**src/rtl/btn_debounce.sv**
```systemverilog
// Multi-channel push-button debouncer.
// Each raw active-low button line goes through a two-flop synchronizer.
// A per-channel counter then requires DEBOUNCE_CYCLES consecutive cycles
// of disagreement before the debounced level follows the input.
// A single cycle of agreement restarts the count.
// Press and release strobes are registered on the same edge as the level change.
module btn_debounce #(
  parameter int N_BTN           = 2,
  parameter int DEBOUNCE_CYCLES = 270000
) (
  input  logic             clk,
  input  logic             rst,
  input  logic [N_BTN-1:0] btn,
  output logic [N_BTN-1:0] pressed,
  output logic [N_BTN-1:0] press_pulse,
  output logic [N_BTN-1:0] release_pulse
);

  // The largest count value is DEBOUNCE_CYCLES-1, so this width never overflows.
  localparam int              CW     = $clog2(DEBOUNCE_CYCLES);
  localparam logic [CW-1:0]   C_LAST = CW'(DEBOUNCE_CYCLES - 1);

  logic [N_BTN-1:0] r_sync1;
  logic [N_BTN-1:0] r_sync2;
  logic [N_BTN-1:0] w_level;

  // Two-flop synchronizer. It resets to all ones, which means released.
  always_ff @(posedge clk) begin
    if (rst) begin
      r_sync1 <= '1;
      r_sync2 <= '1;
    end else begin
      r_sync1 <= btn;
      r_sync2 <= r_sync1;
    end
  end

  assign w_level = ~r_sync2;

  for (genvar i = 0; i < N_BTN; i++) begin : g_ch
    logic [CW-1:0] r_cnt;
    logic          r_pressed;
    logic          r_press_pulse;
    logic          r_release_pulse;

    // Stability counter, debounced level, and edge strobes for one channel.
    always_ff @(posedge clk) begin
      if (rst) begin
        r_cnt           <= '0;
        r_pressed       <= 1'b0;
        r_press_pulse   <= 1'b0;
        r_release_pulse <= 1'b0;
      end else begin
        r_press_pulse   <= 1'b0;
        r_release_pulse <= 1'b0;
        if (w_level[i] == r_pressed) begin
          r_cnt <= '0;
        end else if (r_cnt != C_LAST) begin
          r_cnt <= r_cnt + CW'(1);
        end else begin
          r_cnt           <= '0;
          r_pressed       <= w_level[i];
          r_press_pulse   <= w_level[i];
          r_release_pulse <= ~w_level[i];
        end
      end
    end

    assign pressed[i]       = r_pressed;
    assign press_pulse[i]   = r_press_pulse;
    assign release_pulse[i] = r_release_pulse;
  end

endmodule

```
**config.mk**
```make
export PLATFORM = sky130hd
export DESIGN_NAME = btn_debounce
export DESIGN_NICKNAME = d
export VERILOG_FILES = /design/src/rtl/btn_debounce.sv
export SDC_FILE = /design/constraint.sdc
export NUM_CORES = 1
export LEC_CHECK = 0
export CAP_MARGIN = 20
export CORE_MARGIN = 4
export CORE_UTILIZATION = 55
export DETAILED_ROUTE_END_ITERATION = 10
export GPL_TIMING_DRIVEN = 1
export MAX_ROUTING_LAYER = met4
export PLACE_DENSITY = 0.74
export SYNTH_ARGS = -nofsm -noshare
export SYNTH_HDL_FRONTEND = slang
export SYNTH_SLANG_ARGS = --single-unit
```
**constraint.sdc**
```tcl
create_clock -name clk -period 2.8 [get_ports clk]
set_input_delay 0.84 -clock clk [delete_from_list [all_inputs] [get_ports clk]]
set_output_delay 0.84 -clock clk [all_outputs]
set_load 0.05 [all_outputs]
```
**After elaboration in Yosys (flattened, before gate mapping)**

Index checks and enable logic that the tools add are counted.

- $add $sub $neg: 2
- Equal/unequal tests: 4
- Bitwise gates (word level): 7
- Reduce and logical (&&, ||, !) cells: 6

Operators with widths:

| kind | count |
|---|---|
| 19-bit by 1-bit adder with 19-bit output (second input constant) | 2 |
| 19-bit != test (second input constant) | 2 |
| 3-bit OR reduction | 4 |
| 1-bit inverter | 6 |
| 2-bit AND reduction | 2 |
| 1-bit equality test | 2 |
| 2-bit inverter | 1 |

- Flip-flop bits (word level): 48
- Input port bits: 4
- Logic and storage cells: 29

**Longest topological paths before layout**

Gate-level depths: netlist (run 1).

- Depth in word-level cells: 4
- Gate-level depth with buffers: 6
- Depth with buffers taken out: 5

**Worst setup path after synthesis (run 1)**

No wires, ideal clock.

- Path type: register to register
- Start: register g_ch[0].r_cnt[14]
- End: register g_ch[0].r_cnt[11]
- Data arrival time: 1.823 ns
- Data required time: 2.685 ns
- Path slack: 0.862 ns
- Cell stages (with the launch flop): 6
- Clock period less this slack: 1.938 ns
- Cells stage by stage: dfxtp_1 or4_1 or4_4 o21ai_4 buf_6 nor2_1

- Cells in the longest elaborated chain, start to end: 3

Ends and longest elaborated chain:

| element | RTL line | source |
|---|---|---|
| from (decl) | 41 | `logic [CW-1:0] r_cnt;` |
| from (signal assigned) | 59 | `r_cnt <= r_cnt + CW'(1);` |
| 19-bit != test | 58 | `end else if (r_cnt != C_LAST) begin` |
| 1-bit inverter (no source line) | - |  |
| 3-bit OR reduction (no source line) | - |  |

No other way between the ends.
A chain may end at the register's enable or synchronous reset.

**Worst setup path in the final report (run 1)**

- Start: register g_ch[1].r_pressed
- End: output port pressed[1]

RTL lines:

| element | RTL line | source |
|---|---|---|
| from (decl) | 42 | `logic r_pressed;` |
| from (signal assigned) | 62 | `r_pressed <= w_level[i];` |
| to (decl) | 14 | `output logic [N_BTN-1:0] pressed,` |

No word-level cell between the ends.

==> metrics, run 1 <==
status completed; antenna diode count 0; CTS tree done; layout cells sized above 1 7.92%; Fmax 0.429 GHz; Design Area, Final 2290 um2; Final #Nets 245; Synth cell types 35; Clk pin slew, worst setup/hold paths 0.09 ns; # port buffers 9; DR pass1 iterations 4; Post-CTS Setup Bufs 0; worst min path class reg2reg; first-pass GRT wire length 6290 um; Die W 69.8 um; antenna violations before repair 0; max cap viols 0; Final Hold Viols 0; crit path DAT 1.49 ns; static leakage 0.681 nW; post_cts resized 0; total wire length 3690 um; Slew HR 67.3%; Routed Antenna Nets 0; Worst setup EP type output port; syn_area_per_cell 9.06 um2; Seq cells post-synth 48; final setup fails 0; DP HPWL 2540 um; CP top delay family buffers and inverters; DR WL/cell 12.8 um; cell count after synthesis 232; worst hold margin 0.420 ns; fill count 332; warnings from Yosys 0; CTS sink cnt 48; met2 GRT Util 23.4%; Power per Cell Area 495 nW/um2; drt drc 0; die area 4870 um2; GP Congestion 0.794; worst-path cell chain clkdlybuf4s50_1; P&R area growth vs syn 8.99%; GR Util met3 3.33%; worst-skew pair later-pin latency 0.29 ns; via count 1580; crit path max-delay cell type clkdlybuf4s50_1; 1st-iter DRT viols 68; Num CTS Buffers 5; Slew Viols, Final 0; setup tns final 0 ns; worst-margin pin slew 0.489 ns; Initial Utilization 57.0%; Crit Path Class reg2out; Worst setup SP type flip-flop; Mapped Area 2100 um2; Max Root-Sink Buffers 2; Buf/Inv on CP 1; grt ovf 0; core area 3690 um2; Core Rows 22; Placed Instance Area 2190 um2; RSZ-0062 raised after global routing no; Required @ worst endpoint 1.96 ns; layer with the highest usage met2; syn nets 238; Period minus WS final 2.33 ns; Vias/cell 5.49; Finished Layout Cells 288; GRT Util Overall 16.4%; root buf cell clkbuf_8; largest net degree at the start of global routing 18; Die Height 69.8 um; Seq/Total Area, Yosys 45.7%; Peak VDD IR 0.322 mV; M1 GR Usage 22.7%; IO Pins 10; Post-CTS Hold Buffers 0; H-tree lvl count 2; Worst Path Max Fanout 4; Largest stage delay, worst path 0.82 ns; vias in the first global route 1380; Placed Cells 279; Period Utilization, post-route 83.3%; Layout Skew 0.00845 ns
==> stage by stage <==
stage	total power (W)	util [%]	worst slack, ns
after floorplan	0.000714	-	0.862
after global placement	0.000721	59.3	0.558
after detailed placement	0.000721	59.3	0.446
after CTS	0.00114	61.9	0.462
after global routing	0.00117	62.1	0.431
final	0.00113	62.1	0.469
==> worst paths after layout <==
path                                  endpoint  slack [ns]  depth (start not counted)                            from
setup reg to reg  g_ch[1].r_cnt[18]$_SDFF_PP0_        0.68                          5     g_ch[1].r_cnt[0]$_SDFF_PP0_
hold / removal           r_sync2[1]$_SDFF_PP1_        0.42                          1           r_sync1[1]$_SDFF_PP1_
hold reg to reg          r_sync2[1]$_SDFF_PP1_        0.42                          1           r_sync1[1]$_SDFF_PP1_
setup / recovery                    pressed[1]        0.47                          1  g_ch[1].r_pressed$_SDFFE_PP0P_
==> synth_stat cells, drive strengths merged <==
cell / instances / area [um2]
nor4b: 2 / 17.5
or3: 2 / 12.5
nand4: 14 / 93.8
o21ba: 1 / 10.0
or4b: 1 / 10.0
or4: 4 / 33.8
or2: 6 / 37.5
nor2: 38 / 143
ha: 2 / 25.0
and2: 2 / 12.5
o21ai: 4 / 31.3
nor3: 8 / 40.0
nand2: 10 / 37.5
and4: 5 / 43.8
inv: 4 / 15.0
buf: 7 / 56.3
nand3b: 1 / 7.51
a211oi: 2 / 15.0
xnor2: 19 / 166
mux2i: 2 / 20.0
a31oi: 2 / 12.5
nor3b: 2 / 15.0
nand3: 13 / 65.1
clkbuf: 4 / 16.3
nor4: 11 / 68.8
dfxtp: 48 / 961
a21oi: 5 / 25.0
and3: 2 / 12.5
xor2: 11 / 96.3
==> metal layers <==
layer | part of all wire [%] | routed length (um)
met1 | 51 | 1890
met2 | 44 | 1630
met3 | 3.6 | 133
met4 | 1.2 | 43
met5 | 0 | 0
==> power breakdown <==
part / switching, W / total [W] / internal (W)
sequential: 0.00000219 / 0.000688 / 0.000685
combinational: 0.00000865 / 0.0000175 / 0.00000884
clock: 0.000226 / 0.000428 / 0.000202
==> kinds of logic (layout without fill, tap and decap cells) <==
family,count (synthesis),count (layout),synth area share [%]
AOI/OAI and AO/OA,14,14,4.47
xor gates and xnor gates,30,30,12.5
adders and majority gates,2,2,1.19
buffers and inverters,15,23,4.17
DFF,48,48,45.7
muxes,2,2,0.953
and+or+nand+nor,121,121,31.0
==> layout make-up <==
type | instances | area (um2) | area share, %
Timing Repair Buffer | 11 | 105 | 4.59
Clock buffer | 6 | 82.6 | 3.61
Tap cell | 48 | 60.1 | 2.62
Sequential cell | 48 | 961 | 42.0
Inverter | 4 | 15.0 | 0.656
Clock inverter | 2 | 13.8 | 0.601
Multi-Input combinational cell | 169 | 1050 | 46.0
==> flip-flops by register name, indices dropped and copies added, names as in the netlist <==
signal	cells
g_ch.r_cnt	38
g_ch.r_press_pulse	2
g_ch.r_pressed	2
g_ch.r_release_pulse	2
r_sync1	2
r_sync2	2
==> cells in the final DEF (no fill, tap or decap), types with 3 or more instances in the layout <==
| master | n |
|---|---|
| a21oi_1 | 5 |
| xor2_1 | 11 |
| nor4_1 | 11 |
| nand4_1 | 13 |
| clkdlybuf4s50_1 | 9 |
| or4_1 | 3 |
| nor3_1 | 8 |
| nand3_1 | 13 |
| and4_1 | 5 |
| nand2_1 | 10 |
| dfxtp_1 | 48 |
| or2_2 | 6 |
| xnor2_1 | 19 |
| nor2_1 | 38 |
| clkbuf_8 | 6 |
| inv_1 | 4 |
Power figures use the tool's default switching activity.
==> run 2, diff against run 1 <==
CORE_UTILIZATION = 53   (was 55)
clock period = 2.1 ns   (was 2.8 ns; I/O delays follow)
==> metrics, run 2 (synthesis gave the netlist of run 1 again) <==
internal reg-to-reg setup slack 0.15 ns; R2R Path Start g_ch[0].r_cnt[15]$_SDFF_PP0_; final setup fails 0; Hold Path Origin r_sync1[0]$_SDFF_PP1_; worst-skew pair later-pin latency 0.30 ns; Hold Path Depth 1; max cap viols 0; Worst setup SP type flip-flop; vias in the first global route 1525; Required @ worst endpoint 1.47 ns; crit path max-delay cell type clkdlybuf4s50_1; Comb power frac 1.7%; static leakage 0.785 nW; Final Hold Viols 0; H-tree lvl count 2; Biggest register g_ch.r_cnt; most common cell after layout, fill and taps aside dfxtp_1; Worst setup EP type output port; Core Rows 22; CTS tree done; via count 1608; worst-margin pin slew 0.510 ns; reg2reg end g_ch[0].r_pressed$_SDFFE_PP0P_; grt ovf 0; # port buffers 9; Layout Skew 0.00419 ns; Post-CTS Setup Bufs 0; Initial Utilization 56.1%; crit path DAT 1.40 ns; Num CTS Buffers 5; 1st-iter DRT viols 98; hold endpoint r_sync2[0]$_SDFF_PP1_; GRT Util Overall 18.1%; Design Area, Final 2400 um2; Peak VDD IR 0.273 mV; core area 3740 um2; Routed Antenna Nets 0; Pint 0.00128 W; antenna violations before repair 0; worst-path cell chain clkdlybuf4s50_1; CTS sink cnt 48; worst hold margin 0.428 ns; first-pass GRT wire length 7090 um; Slew HR 66.0%; sw frac 19.4%; Vias/cell 5.38; worst min path class reg2reg; Buf/Inv on CP 1; Final #Nets 256; DR pass1 iterations 4; root buf cell clkbuf_8; Die W 71.0 um; Sw Pwr 0.000309 W; IO Pins 10; Placed Instance Area 2280 um2; layout cells sized above 1 12.4%; largest net degree at the start of global routing 18; Die Height 71.0 um; GP Congestion 0.815; DR WL/cell 13.2 um; Period Utilization, post-route 96.8%; clock share of power 40.7%; setup tns final 0 ns; status completed; P&R area growth vs syn 14.1%; total wire length 3940 um; antenna diode count 0; Reg2Reg Depth 4; drt drc 0; Fmax 0.492 GHz; Largest stage delay, worst path 0.79 ns; Slew Viols, Final 0; RSZ-0062 raised after global routing no; Reg power frac 57.6%; Max Root-Sink Buffers 2; Power per Cell Area 664 nW/um2; Period minus WS final 2.03 ns; Clk pin slew, worst setup/hold paths 0.08 ns; DP HPWL 2750 um; commonest non-fill, non-tap cells in the layout dfxtp_1, nor2_1, xnor2_1; fin util 64.0%; Crit Path Class reg2out; max FFs per register 38; die area 5030 um2; Worst Path Max Fanout 1; CP top delay family buffers and inverters; Post-CTS Hold Buffers 0
[run 2: changes by cell type in the layout (fill, tap and decap cells not counted)]
cell / delta
bufinv_16: +1
inv_6: -1
clkbuf_8: -1
buf_12: +1
clkbuf_1: +1
dlymetal6s2s_1: +2
buf_4: +12
clkdlybuf4s50_1: -4
[run 2: final cells by class]
type                            instances  area [um2]
Inverter                                4        15.0
Fill cell                             300        1350
Clock inverter                          2        35.0
Multi-Input combinational cell        169        1050
Timing Repair Buffer                   22         200
Clock buffer                            6        72.6
Sequential cell                        48         961
Tap cell                               48        60.1
[run 2: layer usage]
metal / global-route usage, % / wire length (um) / vias to the layer above
li1: - / - / 849
met1: 25.0 / 2050 / 726
met2: 24.4 / 1660 / 28
met3: 6.11 / 174 / 5
met4: 6.68 / 60 / 0
met5: - / 0 / -
[run 2: worst max path at each step]
| stage | cells after the start | end | slack (ns) | start |
|---|---|---|---|---|
| 5_1_grt | 1 | press_pulse[0] | 0.01 | g_ch[0].r_press_pulse$_SDFF_PP0_ |
| 4_1_cts | 1 | press_pulse[1] | 0.02 | g_ch[1].r_press_pulse$_SDFF_PP0_ |
| 3_3_place_gp | 5 | g_ch[0].r_cnt[14]$_SDFF_PP0_ | 0.21 | g_ch[0].r_cnt[17]$_SDFF_PP0_ |
| 3_5_place_dp | 4 | g_ch[0].r_pressed$_SDFFE_PP0P_ | 0.16 | g_ch[0].r_cnt[15]$_SDFF_PP0_ |
| 6_report | 1 | press_pulse[0] | 0.07 | g_ch[0].r_press_pulse$_SDFF_PP0_ |
| 2_1_floorplan | 5 | g_ch[0].r_cnt[12]$_SDFF_PP0_ | 0.16 | g_ch[0].r_cnt[14]$_SDFF_PP0_ |
[run 2: stage by stage]
step	cells	power (W)	setup WS, ns
3_5_place_dp	291	0.000965	0.156
2_1_floorplan	232	0.000951	0.162
3_3_place_gp	291	0.000965	0.214
5_1_grt	299	0.00165	0.0123
6_report	299	0.00159	0.0668
4_1_cts	299	0.00161	0.0215
[run 2: power groups by stage]
stage | Combinational [W] | Sequential [W] | Clock [W]
floorplan | 0.0000139 | 0.000938 | 0
global placement | 0.0000270 | 0.000938 | 0
detailed placement | 0.0000271 | 0.000938 | 0
CTS | 0.0000272 | 0.000917 | 0.000668
global route | 0.0000297 | 0.000918 | 0.000706
finish | 0.0000270 | 0.000917 | 0.000647
[run 2: timing repair]
item                       CTS  global route
hold endpoints to repair     0             0
setup endpoints to repair    0             2
resized for setup            0             2
==> RTL edit 1 (flow settings as in run 1) <==
Change the parameter `N_BTN` from 2 to 4.
--- a/src/rtl/btn_debounce.sv
+++ b/src/rtl/btn_debounce.sv
@@ -6,5 +6,5 @@
 // Press and release strobes are registered on the same edge as the level change.
 module btn_debounce #(
-  parameter int N_BTN           = 2,
+  parameter int N_BTN           = 4,
   parameter int DEBOUNCE_CYCLES = 270000
 ) (
Ports: changed (resized btn, press_pulse, pressed and release_pulse); port bits go from 10 to 18. The function was not compared with the original's and may differ.
==> RTL edit 1 against run 1 <==
Utilization fell by 1.1 points. Wire length grew 90%. Sequential cell count is 48 higher. Area after synthesis rose by 97%. Die area grew 84%. Synthesized cell count rose by 99%. Final cell count grew 95%. Worst setup slack got worse by 0.10 ns. Final area rose by 94%. Total power up 100%.
==> RTL edit 1: results (changes against run 1) <==
[yosys]
synthTopCellsByArea = dfxtp_1 47%, xor2_1 6.4%, nor2_1 5.5%
yosysSeqAreaShare_pct = 46.5  ; +0.76 points
synth-compound-area-share_pct = 6.90  ; +2.4 points
ys_types = 38  ; +8.6%
yosys.area_share.adder_pct = 1.21  ; +0.020 points
ys.flop_type = dfxtp_1
synthXorXnorAreaFrac_pct = 10.8  ; -1.7 points
ys_async_sr_fraction_pct = 0  ; unchanged
synth_mux_area_share_pct = 0  ; -0.95 points
synthTopCellsByCount = 96 x dfxtp_1, 61 x nor2_1, 30 x xor2_1
avgSynthCellArea_um2 = 8.96  ; -1.0%

[global_route]
first_global_vias = 2794  ; +100%
grt_max_degree = 20  ; +2
grt_pass1_wl_mm = 12.4  ; +98%
grt_util_all_layers_pct = 17.9  ; +1.5 points

[drt]
drt_iter0_markers = 53  ; -22%
wl_mm = 7.03  ; +90%
drt-wirelength-per-cell_um = 12.5  ; -2.5%
routed_via_density = 5.41  ; -1.4%

[timing]
holdWs_ns = 0.411  ; -0.00875 ns
slew_violations = 0  ; unchanged
finalClockSkew_ns = 0.00743  ; -0.00102 ns
period_minus_slack_ns = 2.43  ; +0.100 ns
setup-violations-final = 0  ; unchanged
max_slew_margin_pct = 53.7  ; -14 points

[clock_tree]
cts_buffers = 9  ; +4
cts.repair.resized = 0  ; unchanged
clkLatencyLatePin_ns = 0.35  ; +0.06 ns
htree_num_levels = 3  ; +1
cts_max_path_buffers = 2  ; unchanged

[cells_and_area]
largest_reg_flops = 76  ; +100%
drive_gt1_share_pct = 7.56  ; -0.36 points
top_register = g_ch.r_cnt
finalNetCount = 470  ; +92%

[setup_path]
reg2reg_from = g_ch[3].r_cnt[7]$_SDFF_PP0_
crit_arrival_ns = 1.59  ; +0.10 ns
max_stage_delay_ns = 0.85  ; +0.03 ns
r2r-end = g_ch[3].r_cnt[8]$_SDFF_PP0_
r2r_setup_slack_ns = 0.76  ; +0.08 ns
path_max_fanout = 5  ; +1
reg2regPathDepth = 4  ; -1
worstSetupEndpoint = pressed[0]
cp-startpoint = g_ch[0].r_pressed$_SDFFE_PP0P_

[pwr]
swShare_pct = 20.2  ; -0.74 points
p_total_uw = 2300  ; +100%
p_leak_uw = 0.00138  ; +100%
pg_clk_uw = 893  ; +110%
pg_seq_uw = 1370  ; +99%
peakVddDrop_uv = 248  ; -23%

[place]
gp_congestion = 0.757  ; -4.6%
place_inst = 548  ; +96%
pre_cts_ws_ns = 0.309  ; -0.137 ns
port_buffers = 17  ; +8
dpl.hpwl_mm = 4.78  ; +88%
placed_cell_area_um2 = 4250  ; +94%

[min_path]
worstHoldEndpoint = r_sync2[2]$_SDFF_PP1_
hold_depth = 1  ; unchanged
min-delay-start = r_sync1[2]$_SDFF_PP1_

[run_status]
status = completed

## RTL edit 1: cell count changes after synthesis, moves of 7 or more
cell	delta
nand3_1	+8
nand4_1	+10
and3_1	+9
nand2_1	+19
xor2_1	+19
dfxtp_1	+48
a21oi_1	+19
or2_2	+7
or3_1	+11
o21ai_0	+13
buf_2	+9
nor2_1	+23
## RTL edit 1: cell type report
cell class	instances	area (um2)
Sequential cell	96	1920
Tap cell	99	124
Clock buffer	11	151
Multi-Input combinational cell	327	1990
Timing Repair Buffer	19	185
Fill cell	676	2850
Clock inverter	3	42.5
Inverter	7	26.3
## RTL edit 1: metal layers
metal | vias up | GRT usage, % | wire length [um] | part of all wire [%]
li1 | 1601 | - | - | -
met1 | 1402 | 22.1 | 3420 | 49
met2 | 26 | 27.4 | 3230 | 46
met3 | 12 | 4.38 | 241 | 3.4
met4 | 0 | 8.77 | 138 | 2.0
met5 | - | - | 0 | 0
==> RTL edit 2 (config.mk and constraints of run 1) <==
Without the edit above. Make the reset (`rst`) asynchronous in 2 clocked blocks. Comments in the files are not updated.
--- a/src/rtl/btn_debounce.sv
+++ b/src/rtl/btn_debounce.sv
@@ -26,5 +26,5 @@
 
   // Two-flop synchronizer. It resets to all ones, which means released.
-  always_ff @(posedge clk) begin
+  always_ff @(posedge clk or posedge rst) begin
     if (rst) begin
       r_sync1 <= '1;
@@ -45,5 +45,5 @@
 
     // Stability counter, debounced level, and edge strobes for one channel.
-    always_ff @(posedge clk) begin
+    always_ff @(posedge clk or posedge rst) begin
       if (rst) begin
         r_cnt           <= '0;
Function: no difference found for any inputs over 10 cycles, from zero or initial values and one cycle with rst high; that may be too few to reach the edited logic, so the function may still have changed.
==> RTL edit 2 against run 1 <==
Final area grew 8.6%. Area after synthesis grew 9.1%. Worst setup slack worse by 0.052 ns. Sequential cell count is the same. Wire length increased by 8.5%. Non-clock buffer count fell by 1. Final cell count fell by 1.4%. Critical path depth stayed put. Critical path type unchanged. Critical endpoint unchanged.
Power is not compared: it rests on default switching activity, and its combinational part moved more than twofold at a synthesized area within 25%.
==> RTL edit 2: results (changes against run 1) <==
[run_status]
status = completed

[global_route]
first_global_vias = 1704  ; +23%
grt_util_all_layers_pct = 18.4  ; +2.0 points
antenna_found_initial = 0  ; unchanged
grt_max_degree = 26  ; +8
grt_pass1_wl_mm = 7.45  ; +18%

[yosys]
ys.flop_type = dfrtp_1
ys_types = 30  ; -14%
synth_fp_nets = 231  ; -2.9%
ys_async_sr_fraction_pct = 100  ; +100 points
synthTopCellsByArea = dfrtp_1 48%, xnor2_1 9.2%, nor2_1 6.7%
yosysSeqAreaShare_pct = 52.6  ; +6.9 points
synthTopCellsByCount = 44 x dfrtp_1, 41 x nor2_1, 24 x xnor2_1

[place]
gp_congestion = 0.860  ; +8.3%
dpl.hpwl_mm = 2.87  ; +13%
port_buffers = 9  ; unchanged

[cells_and_area]
antenna_cells = 0  ; unchanged
drive_gt1_share_pct = 8.12  ; +0.20 points
nFillCells = 331  ; -0.30%
largest_reg_flops = 38  ; unchanged
top_register = g_ch.r_cnt
finalNetCount = 240  ; -2.0%

[setup_path]
reg2reg_from = g_ch[0].r_cnt[0]$_DFF_PP0_
max_stage_delay_ns = 0.83
crit_arrival_ns = 1.54  ; +0.05 ns
r2r_setup_slack_ns = 0.75  ; +0.07 ns
cp-startpoint = g_ch[1].r_pressed$_DFFE_PP0P_
path_max_fanout = 5  ; +1
reg2regPathDepth = 5  ; unchanged
path_delay_family = buffers and inverters
slowest_stage = clkdlybuf4s50_1
r2r-end = g_ch[0].r_cnt[2]$_DFF_PP0_
worstSetupEndpoint = pressed[1]

[timing]
finalClockSkew_ns = 0.00711  ; -0.00134 ns
worstMarginPinSlew_ns = 0.747  ; +0.259 ns

[pwr]
peakVddDrop_uv = 323
p_leak_uw = 0.000978

[clock_tree]
cts_buffers = 5  ; unchanged
cts.repair.resized = 0  ; unchanged
clkLatencyLatePin_ns = 0.29  ; about the same
root_buffer = clkbuf_8
cts_setup_buffers = 0  ; unchanged
htree_num_levels = 2  ; unchanged
cts_max_path_buffers = 2  ; unchanged
clkTransAtPathRegs_ns = 0.08

[min_path]
hp-class = reg2reg

[drt]
routed_via_density = 5.78  ; +5.4%
drt_iter0_markers = 127  ; +87%
drt-wirelength-per-cell_um = 14.1  ; +10%
drt_first_pass_iters = 6  ; +2

==> RTL edit 2: cell types whose count changed in the layout (fill, tap and decap cells not counted), moves of 3 or more <==
cell / delta
o21ai_0: +5
dfstp_2: +4
dfrtp_1: +44
xnor2_1: +5
nor2_1: +3
dfxtp_1: -48
nor4_1: -4
xor2_1: -5
o31ai_1: +3
or2_2: -6
nand4_1: -5
==> RTL edit 2: through the flow <==
step | instance area, um2 | worst slack [ns] | std cells | utilization, % | total power, uW
after floorplan | 2290 | 0.822 | 225 | - | 755
after global placement | 2410 | 0.754 | 277 | 59.8 | 772
after detailed placement | 2410 | 0.717 | 277 | 59.8 | 774
after CTS | 2490 | 0.395 | 284 | 61.7 | 1150
after global routing | 2490 | 0.352 | 284 | 61.7 | 1190
final | 2490 | 0.417 | 284 | 61.7 | 1140
==> RTL edit 2: area by class of cell <==
cell class                      count  area share, %
Sequential cell                    48           48.5
Multi-Input combinational cell    164           40.7
Timing Repair Buffer               10           4.43
Clock buffer                        6           2.92
Tap cell                           50           2.52
Inverter                            5          0.755
Clock inverter                      1          0.201
==> RTL edit 2: report_power, final <==
group	switching, uW	internal [uW]	total, uW
Sequential	10.6	705	715
Clock	209	170	379
Combinational	28.5	15.2	43.8
==> RTL edit 2: layer usage <==
layer  up-vias  part of all wire, %  GRT usage [%]
li1        799                    -              -
met3        11                  3.1           4.16
met5         -                    0              -
met4         0                  1.5           5.94
met2        29                   52           32.8
met1       803                   43           20.1
==> RTL edit 2: how the worst min path moves through the flow <==
| stage | cells after the start | to | slack (ns) | from |
|---|---|---|---|---|
| global route | 0 | r_sync2[1]$_DFF_PP1_ | 0.36 | r_sync1[1]$_DFF_PP1_ |
| finish | 0 | r_sync2[0]$_DFF_PP1_ | 0.36 | r_sync1[0]$_DFF_PP1_ |
| global placement | 0 | r_sync2[1]$_DFF_PP1_ | 0.35 | r_sync1[1]$_DFF_PP1_ |
| detailed placement | 0 | r_sync2[0]$_DFF_PP1_ | 0.35 | r_sync1[0]$_DFF_PP1_ |
| CTS | 0 | r_sync2[1]$_DFF_PP1_ | 0.36 | r_sync1[1]$_DFF_PP1_ |
| floorplan | 0 | r_sync2[0]$_DFF_PP1_ | 0.35 | r_sync1[0]$_DFF_PP1_ |
==> RTL edit 2: logic make-up after synthesis <==
| logic type | synth area share (%) |
|---|---|
| AO/OA/AOI/OAI | 4.59 |
| AND/OR/NAND/NOR | 27.0 |
| XOR/XNOR | 11.5 |
| flip-flops | 52.6 |
| adder cells (fa/ha/maj) | 1.09 |
| buffers and inverters | 3.22 |
